--- src/rtl/cabletest_packet_gen_if.sv ---
// ---------------------------------------------------------------------------
// cabletest_packet_gen_if
//   AXI-Stream transmit channel between one cable-test packet generator and
//   its transceiver lane.
//
//   Signals:
//     AXIS_TX_TDATA   DATA_WBITS  packet data (generator -> transceiver)
//     AXIS_TX_TVALID  1           data valid  (generator -> transceiver)
//     AXIS_TX_TLAST   1           last beat   (generator -> transceiver)
//     AXIS_TX_TREADY  1           ready       (transceiver -> generator)
//
//   Modports:
//     master  packet generator side
//     slave   transceiver side
// ---------------------------------------------------------------------------
interface cabletest_packet_gen_if #(
  parameter int DATA_WBITS = 512
);
  logic [DATA_WBITS-1:0] AXIS_TX_TDATA;
  logic                  AXIS_TX_TVALID;
  logic                  AXIS_TX_TLAST;
  logic                  AXIS_TX_TREADY;

  modport master (
    output AXIS_TX_TDATA,
    output AXIS_TX_TVALID,
    output AXIS_TX_TLAST,
    input  AXIS_TX_TREADY
  );

  modport slave (
    input  AXIS_TX_TDATA,
    input  AXIS_TX_TVALID,
    input  AXIS_TX_TLAST,
    output AXIS_TX_TREADY
  );
endinterface

--- src/rtl/cabletest_packet_gen.sv ---
// ---------------------------------------------------------------------------
// cabletest_packet_gen
//   Drives one cable lane with fixed-length, pattern-filled AXI-Stream
//   packets. A run is started by a start strobe and sends packet_count
//   packets of cycles_per_packet beats each, back to back. A halt strobe
//   stops the run after the packet in flight; an inject strobe flips lane 0
//   bit 0 of one upcoming first beat so the receiver can prove it detects
//   errors.
//
//   Every 32-bit lane of a beat carries {seq[23:0], beat[7:0]}, where seq is
//   the packet number within the run and beat the index inside the packet.
//
//   Ports:
//     clk                in   clock
//     resetn             in   synchronous, active-low reset
//     pg_control[2:0]    in   bit0 start, bit1 halt, bit2 inject (strobes)
//     pg_status[2:0]     out  bit0 busy, bit1 sent (pulse), bit2 halted
//     cycles_per_packet  in   beats per packet, 0 behaves as 1
//     packet_count       in   packets per run, 0 means start is ignored
//     axis_tx            if   AXI-Stream transmit channel (master)
// ---------------------------------------------------------------------------
module cabletest_packet_gen #(
  parameter int DATA_WBITS = 512
) (
  input  logic                          clk,
  input  logic                          resetn,
  input  logic [2:0]                    pg_control,
  output logic [2:0]                    pg_status,
  input  logic [7:0]                    cycles_per_packet,
  input  logic [63:0]                   packet_count,
  cabletest_packet_gen_if.master        axis_tx
);

  localparam int LANES = DATA_WBITS / 32;

  typedef enum logic [0:0] {
    IDLE = 1'b0,
    SEND = 1'b1
  } state_t;

  // Builds one beat: the lane word replicated across the bus, with lane 0
  // bit 0 flipped when this beat carries an injected error.
  function automatic logic [DATA_WBITS-1:0] build_beat(
    input logic [23:0] seq,
    input logic [7:0]  beat,
    input logic        corrupt
  );
    logic [DATA_WBITS-1:0] d;
    d = '0;
    for (int k = 0; k < LANES; k++) begin
      d[32*k +: 32] = {seq, beat};
    end
    d[0] = d[0] ^ corrupt;
    return d;
  endfunction

  state_t                state_r;
  logic [7:0]            cpp_r;
  logic [63:0]           remaining_r;
  logic [31:0]           seq_r;
  logic [7:0]            beat_r;
  logic                  halt_pend_r;
  logic                  inject_pend_r;
  logic                  cur_corrupt_r;   // beat on the bus carries the injected error
  logic                  tvalid_r;
  logic                  tlast_r;
  logic [DATA_WBITS-1:0] tdata_r;
  logic                  sent_r;
  logic                  halted_r;

  logic                  start_s;
  logic                  halt_s;
  logic                  inject_s;
  logic                  hs_s;
  logic                  last_hs_s;
  logic [7:0]            next_beat_s;
  logic [31:0]           next_seq_s;
  logic                  corrupt_next_s;
  logic [7:0]            cpp_start_s;

  // Decodes strobes and precomputes the beat that follows the current one.
  always_comb begin
    start_s        = pg_control[0];
    halt_s         = pg_control[1];
    inject_s       = pg_control[2];
    hs_s           = tvalid_r & axis_tx.AXIS_TX_TREADY;
    last_hs_s      = hs_s & tlast_r;
    next_beat_s    = 8'd0;
    next_seq_s     = seq_r;
    corrupt_next_s = 1'b0;
    cpp_start_s    = cycles_per_packet;

    if (last_hs_s) begin
      next_beat_s = 8'd0;
      next_seq_s  = seq_r + 32'd1;
    end else begin
      next_beat_s = beat_r + 8'd1;
      next_seq_s  = seq_r;
    end

    // A pending inject that is already riding on the current beat must not
    // be applied a second time; a strobe arriving now still counts.
    if (next_beat_s == 8'd0) begin
      corrupt_next_s = (inject_pend_r & ~cur_corrupt_r) | inject_s;
    end else begin
      corrupt_next_s = 1'b0;
    end

    if (cycles_per_packet == 8'd0) begin
      cpp_start_s = 8'd1;
    end else begin
      cpp_start_s = cycles_per_packet;
    end
  end

  // Run control FSM with registered stream and status outputs.
  always_ff @(posedge clk) begin
    if (!resetn) begin
      state_r       <= IDLE;
      cpp_r         <= 8'd1;
      remaining_r   <= 64'd0;
      seq_r         <= 32'd0;
      beat_r        <= 8'd0;
      halt_pend_r   <= 1'b0;
      inject_pend_r <= 1'b0;
      cur_corrupt_r <= 1'b0;
      tvalid_r      <= 1'b0;
      tlast_r       <= 1'b0;
      tdata_r       <= '0;
      sent_r        <= 1'b0;
      halted_r      <= 1'b0;
    end else begin
      sent_r <= 1'b0;
      case (state_r)
        IDLE: begin
          if (start_s && (packet_count != 64'd0)) begin
            cpp_r         <= cpp_start_s;
            remaining_r   <= packet_count;
            seq_r         <= 32'd0;
            beat_r        <= 8'd0;
            halted_r      <= 1'b0;
            halt_pend_r   <= halt_s;   // start+halt sends exactly one packet
            inject_pend_r <= 1'b0;
            cur_corrupt_r <= 1'b0;
            tvalid_r      <= 1'b1;
            tlast_r       <= (cpp_start_s == 8'd1);
            tdata_r       <= build_beat(24'd0, 8'd0, 1'b0);
            state_r       <= SEND;
          end
        end

        SEND: begin
          if (halt_s) begin
            halt_pend_r <= 1'b1;
          end
          if (inject_s) begin
            inject_pend_r <= 1'b1;
          end else if (hs_s && cur_corrupt_r) begin
            inject_pend_r <= 1'b0;
          end

          if (hs_s) begin
            // Load the following beat; overridden below when the run ends.
            beat_r        <= next_beat_s;
            seq_r         <= next_seq_s;
            tdata_r       <= build_beat(next_seq_s[23:0], next_beat_s, corrupt_next_s);
            tlast_r       <= (next_beat_s == (cpp_r - 8'd1));
            cur_corrupt_r <= corrupt_next_s;

            if (tlast_r) begin
              sent_r      <= 1'b1;
              remaining_r <= remaining_r - 64'd1;
              // Final packet wins over a coincident halt: no halted flag.
              if ((remaining_r == 64'd1) || halt_pend_r || halt_s) begin
                state_r       <= IDLE;
                tvalid_r      <= 1'b0;
                tlast_r       <= 1'b0;
                halt_pend_r   <= 1'b0;
                inject_pend_r <= 1'b0;
                cur_corrupt_r <= 1'b0;
                halted_r      <= (remaining_r != 64'd1);
              end
            end
          end
        end

        default: begin
          state_r  <= IDLE;
          tvalid_r <= 1'b0;
          tlast_r  <= 1'b0;
        end
      endcase
    end
  end

  assign pg_status              = {halted_r, sent_r, (state_r == SEND)};
  assign axis_tx.AXIS_TX_TDATA  = tdata_r;
  assign axis_tx.AXIS_TX_TVALID = tvalid_r;
  assign axis_tx.AXIS_TX_TLAST  = tlast_r;

endmodule

--- src/flat_wrapper.sv ---
// flat-port wrapper written by rule: the top's interface ports become plain ports
module cabletest_packet_gen_flat 
#(
  parameter int DATA_WBITS = 512
)
  (clk, resetn, pg_control, pg_status, cycles_per_packet, packet_count, axis_tx_AXIS_TX_TDATA, axis_tx_AXIS_TX_TVALID, axis_tx_AXIS_TX_TLAST, axis_tx_AXIS_TX_TREADY);
  cabletest_packet_gen_if #(.DATA_WBITS(DATA_WBITS)) axis_tx_i ();
  input  logic clk;
  input  logic resetn;
  input  logic [2:0] pg_control;
  output logic [2:0] pg_status;
  input  logic [7:0] cycles_per_packet;
  input  logic [63:0] packet_count;
  output wire logic [$bits(axis_tx_i.AXIS_TX_TDATA)-1:0] axis_tx_AXIS_TX_TDATA;
  output wire logic [$bits(axis_tx_i.AXIS_TX_TVALID)-1:0] axis_tx_AXIS_TX_TVALID;
  output wire logic [$bits(axis_tx_i.AXIS_TX_TLAST)-1:0] axis_tx_AXIS_TX_TLAST;
  input wire logic [$bits(axis_tx_i.AXIS_TX_TREADY)-1:0] axis_tx_AXIS_TX_TREADY;
  assign axis_tx_AXIS_TX_TDATA = axis_tx_i.AXIS_TX_TDATA;
  assign axis_tx_AXIS_TX_TVALID = axis_tx_i.AXIS_TX_TVALID;
  assign axis_tx_AXIS_TX_TLAST = axis_tx_i.AXIS_TX_TLAST;
  assign axis_tx_i.AXIS_TX_TREADY = axis_tx_AXIS_TX_TREADY;
  cabletest_packet_gen #(.DATA_WBITS(DATA_WBITS)) u_core (.clk(clk), .resetn(resetn), .pg_control(pg_control), .pg_status(pg_status), .cycles_per_packet(cycles_per_packet), .packet_count(packet_count), .axis_tx(axis_tx_i));
endmodule
--- config.mk ---
export PLATFORM = sky130hd
export DESIGN_NAME = cabletest_packet_gen_flat
export DESIGN_NICKNAME = d
export VERILOG_FILES = /design/src/rtl/cabletest_packet_gen_if.sv /design/src/rtl/cabletest_packet_gen.sv /design/src/flat_wrapper.sv
export SDC_FILE = /design/constraint.sdc
export NUM_CORES = 1
export LEC_CHECK = 0
export BUFFER_PORTS_ARGS = -buffer_cell sky130_fd_sc_hd__buf_2
export CAP_MARGIN = 20
export CORE_AREA = 5 5 231 233
export CTS_CLUSTER_DIAMETER = 100
export DETAILED_ROUTE_END_ITERATION = 8
export DIE_AREA = 0 0 236 238
export HOLD_SLACK_MARGIN = 0.05
export PLACE_DENSITY_LB_ADDON = 0.12
export SETUP_SLACK_MARGIN = 0.2
export SLEW_MARGIN = 20
export SYNTH_ARGS = -nofsm -noshare
export SYNTH_HDL_FRONTEND = slang
export SYNTH_SLANG_ARGS = --single-unit
--- constraint.sdc ---
create_clock -name clk -period 3.2 [get_ports clk]
set_input_delay 0 -clock clk [delete_from_list [all_inputs] [get_ports clk]]
set_output_delay 0 -clock clk [all_outputs]
set_load 0.05 [all_outputs]
==> implementation parameters <==
Parameter                              Value

Timing
  Hold violation total from the final report    0
  Headroom to the max-slew limit    between 40% and 50%
  Upper clock frequency limit    0.358 GHz
  Worst Max-Slew Pin Slew    between 800 and 900 ps
  Portion of the clock cycle consumed by the worst path in the final layout    87.2%
  Clock period minus final worst setup slack    2790 ps
  Count of endpoints failing setup in the final report    0
  Clock tree skew after final layout    ~10 ps
  Total negative slack for setup checks    0 ps
  Unrepaired setup endpoints after global routing    no
  Fin. max-slew vios    0

Power and ir drop
  Internal Power    around 3.1 mW
  Pleak    6.44 nW
  Share of total power in the clock network    between 40% and 50%
  Switching power share of the total    between 30% and 40%
  Areal power density over the cells    365 nW/um2
  Net Sw Power    approximately 1.4 mW
  Total design power    around 4.6 mW
  Share of power burned in combinational logic    about a fifth
  Seq pwr share    roughly 35%
  IR Drop Worst-Case VDD    approximately 340 uV

Critical path
  Crit path to    u_core.remaining_r[7]
  Category of the worst setup path launch point    input port
  Setup slack on the worst flop-to-flop path    520 ps
  Crit path capture type    register
  Worst setup startpoint    packet_count[43]
  WS Path Type    in -> reg
  Critical Path AT    between 3000 and 4000 ps
  Largest fanout on the critical path    18
  End of the worst register-to-register path    u_core.remaining_r[44]
  Required @ worst endpoint    between 3000 and 4000 ps
  FF-to-FF path depth    6
  Reg2Reg Launch Point    u_core.remaining_r[21]

Place
  # placed instances    roughly 2,200
  Routability congestion estimate from global placement    0.754
  Detail Placement HPWL    around 34 mm
  Buffers on Ports    594
  Post-DP Area    between 10,000 and 15,000 um2

Clock tree
  Clock transition time at the flip-flop clock pins of the worst setup and hold paths    roughly 60 ps
  Buffer levels on the longest clock path    2
  Skew-Pair Late Insertion Delay    430 ps
  Clock buffers created by TritonCTS    17
  Number of levels the H-tree was split into    4
  Setup Buffers After CTS    0
  CTS tree    done
  # clock sinks    113
  CTS root buf    sky130_fd_sc_hd__clkbuf_16
  CTS resizes    0

Logic synthesis
  Sequential fraction of the synthesis area    a little over a fifth
  Post-synthesis cell count    1,409
  Top cells by count, synth    sky130_fd_sc_hd__buf_4 (482), sky130_fd_sc_hd__dfxtp_1 (113), sky130_fd_sc_hd__a21oi_1 (93)
  Dominant register cell in the synthesized netlist    sky130_fd_sc_hd__dfxtp_1
  Top-area cell type share of the netlist area    ~34%
  Cell area after technology mapping    10,600 um2
  Warning count from the yosys run    0
  Flip-flop and latch count after synthesis    between 100 and 150
  Library cell with the highest instance count after synthesis    sky130_fd_sc_hd__buf_4
  Number of library cell types mapped by synthesis    78
  Number of enable flip-flop cells after synthesis    0
  Post-Synthesis Net Count    1,492
  Area leader, netlist    sky130_fd_sc_hd__buf_4
  Cell types occupying the most area after synthesis    sky130_fd_sc_hd__buf_4 (34%), sky130_fd_sc_hd__dfxtp_1 (21%), sky130_fd_sc_hd__a21oi_1 (4.4%), sky130_fd_sc_hd__o21ai_0 (3.0%), sky130_fd_sc_hd__nand2_1 (2.9%)
  Average cell area after synthesis    between 7 and 8 um2
  Proportion of register bits with asynchronous set or reset after synthesis    0%

Global route
  Global-route wire length before repair    roughly 64 mm
  Vias in the first global route    between 9,000 and 10,000
  Pin count of the biggest net entering global routing    64
  Initial antenna violation count    1
  Grt ovf    0
  Total Routing Usage GR    14.4%

Floorplanning
  Placeable Area    between 50,000 and 60,000 um2
  Initial standard-cell utilization of the core    just over 20%
  Die Ht    about 240 um
  Width of the die    236 um
  Die Area    between 50,000 and 60,000 um2
  Placement Rows    between 80 and 90
  Number of primary I/O pins    between 500 and 600

Finish
  Number of fill cells    5,638
  Total non-filler cell area in the finished layout    around 12,000 um2
  Number of cells in the finished layout apart from fillers    between 2,000 and 2,500
  Synthesis-to-layout area growth    17.6%
  # diodes    0
  Number of nets in the finished design    approximately 1,700
  Share of final-layout standard cells stronger than drive strength 1    around 44%
  Fin util    approximately a quarter

Detailed routing
  Average via count per standard cell    4.42
  Detailed-route via count    around 10,000
  Average wire per standard cell    19.0 um
  Number of DRC markers in iteration 0    530
  Number of remaining DRC errors    0
  DRT antenna net count    0
  Drt first pass iters    5
  Total length of routed wires    43.9 mm

Outcome
  Result of the run    completed

Min path
  Kind of path behind the tightest hold check    in -> reg

Flow run
  Maximum capacitance violations    0
[repair_timing]
item | 4_1_cts | 5_1_grt
hold buffers | 64 | 0
endpoints found under the setup margin | 0 | 0
hold endpoints to repair | 64 | 0
[stage by stage]
stage               setup slack (ps)  hold slack, ps
finish                           410            58.5
global route                     300            83.1
CTS                              407            53.4
detailed placement               495             270
global placement                 546             269
floorplan                        535             136
[final cells by class]
class,count,area [um2],share of cell area [%]
Tap cell,680,851,6.82
Clock buffer,24,513,4.11
Timing Repair Buffer,733,4230,33.9
Inverter,20,75.1,0.602
Clock inverter,8,98.8,0.792
Sequential cell,113,2270,18.2
Multi-Input combinational cell,733,4440,35.6
[placed cells by master, fill, tap and decap left out, types with 5 or more instances in the layout]
cell                            count
sky130_fd_sc_hd__o21a_1            12
sky130_fd_sc_hd__nor4_1            37
sky130_fd_sc_hd__nand4_1           19
sky130_fd_sc_hd__o31ai_1            5
sky130_fd_sc_hd__dlygate4sd3_1     64
sky130_fd_sc_hd__a31oi_1           23
sky130_fd_sc_hd__or4_1              9
sky130_fd_sc_hd__o21ai_1           14
sky130_fd_sc_hd__and2_1             5
sky130_fd_sc_hd__nand2_1           81
sky130_fd_sc_hd__nor3_1            43
sky130_fd_sc_hd__o31a_1             6
sky130_fd_sc_hd__nand3_1           39
sky130_fd_sc_hd__o221a_1            8
sky130_fd_sc_hd__ha_1               5
sky130_fd_sc_hd__nor2b_1            5
sky130_fd_sc_hd__and3_1            11
sky130_fd_sc_hd__a221oi_1           5
sky130_fd_sc_hd__buf_2            594
sky130_fd_sc_hd__mux2i_1           12
sky130_fd_sc_hd__nand3b_1           5
sky130_fd_sc_hd__inv_1             18
sky130_fd_sc_hd__clkbuf_16         18
sky130_fd_sc_hd__buf_4             71
sky130_fd_sc_hd__a211oi_1           9
sky130_fd_sc_hd__dfxtp_1          112
sky130_fd_sc_hd__o22ai_1            7
sky130_fd_sc_hd__a21o_1             6
sky130_fd_sc_hd__nor2_1            77
sky130_fd_sc_hd__and4_1             8
sky130_fd_sc_hd__or3_1             13
sky130_fd_sc_hd__a22oi_1            7
sky130_fd_sc_hd__xnor2_1            7
sky130_fd_sc_hd__xor2_1             6
sky130_fd_sc_hd__o21ai_0           64
sky130_fd_sc_hd__a21oi_1           93
sky130_fd_sc_hd__a41oi_1            5
[sequential cells by signal (all words and copies together), names as in the netlist]
signal and cells:
u_core.axis_tx.AXIS_TX_TDATA 33, u_core.axis_tx.AXIS_TX_TLAST 1, u_core.axis_tx.AXIS_TX_TVALID 1, u_core.cpp_r 8, u_core.cur_corrupt_r 1, u_core.halt_pend_r 1
u_core.halted_r 1, u_core.inject_pend_r 1, u_core.remaining_r 64, u_core.sent_r 1, u_core.state_r 1
[metal layers]
layer  routed length (um)  GRT usage [%]
met5                    0              0
met1                18300           18.0
met3                 2290           2.03
met2                22800           26.5
met4                  446           3.08
[how the worst min path moves through the flow]
stage,startpoint,endpoint,slack [ps],depth (start not counted)
detailed placement,cycles_per_packet[1],u_core.cpp_r[1],270,3
global placement,cycles_per_packet[2],u_core.cpp_r[2],270,3
finish,packet_count[20],u_core.remaining_r[20],60,4
global route,packet_count[50],u_core.remaining_r[50],80,3
floorplan,cycles_per_packet[7],u_core.cpp_r[7],140,2
CTS,packet_count[20],u_core.remaining_r[20],50,4
[power by group through the flow]
stage | clock [mW] | sequential [mW] | combinational, mW
floorplan | 0 | 1.58 | 0.532
global placement | 0 | 1.60 | 0.883
detailed placement | 0 | 1.60 | 0.880
CTS | 2.11 | 1.57 | 0.947
global route | 2.17 | 1.59 | 1.03
finish | 2.04 | 1.57 | 0.938
[critical path, cell delays in order]
cell and delay [ps]:
sky130_fd_sc_hd__dlygate4sd3_1 540, sky130_fd_sc_hd__buf_2 150, sky130_fd_sc_hd__nor4_1 480, sky130_fd_sc_hd__buf_4 210, sky130_fd_sc_hd__nand4_1 200, sky130_fd_sc_hd__o41ai_4 620
sky130_fd_sc_hd__o21ai_4 250, sky130_fd_sc_hd__buf_4 290, sky130_fd_sc_hd__o21a_1 130, sky130_fd_sc_hd__o221a_2 230
[logic make-up (layout without fill, tap and decap cells)]
kind of cell | count (synthesis) | in the layout | synth area share [%]
adders and majority gates | 5 | 5 | 0.590
xor gates and xnor gates | 13 | 13 | 1.07
muxes | 12 | 12 | 1.13
and+or+nand+nor | 385 | 385 | 19.4
DFF | 113 | 113 | 21.3
AOI/OAI and AO/OA | 318 | 318 | 19.4
buffers and inverters | 563 | 785 | 37.1
No activity file was read; power rests on OpenSTA's default activity.
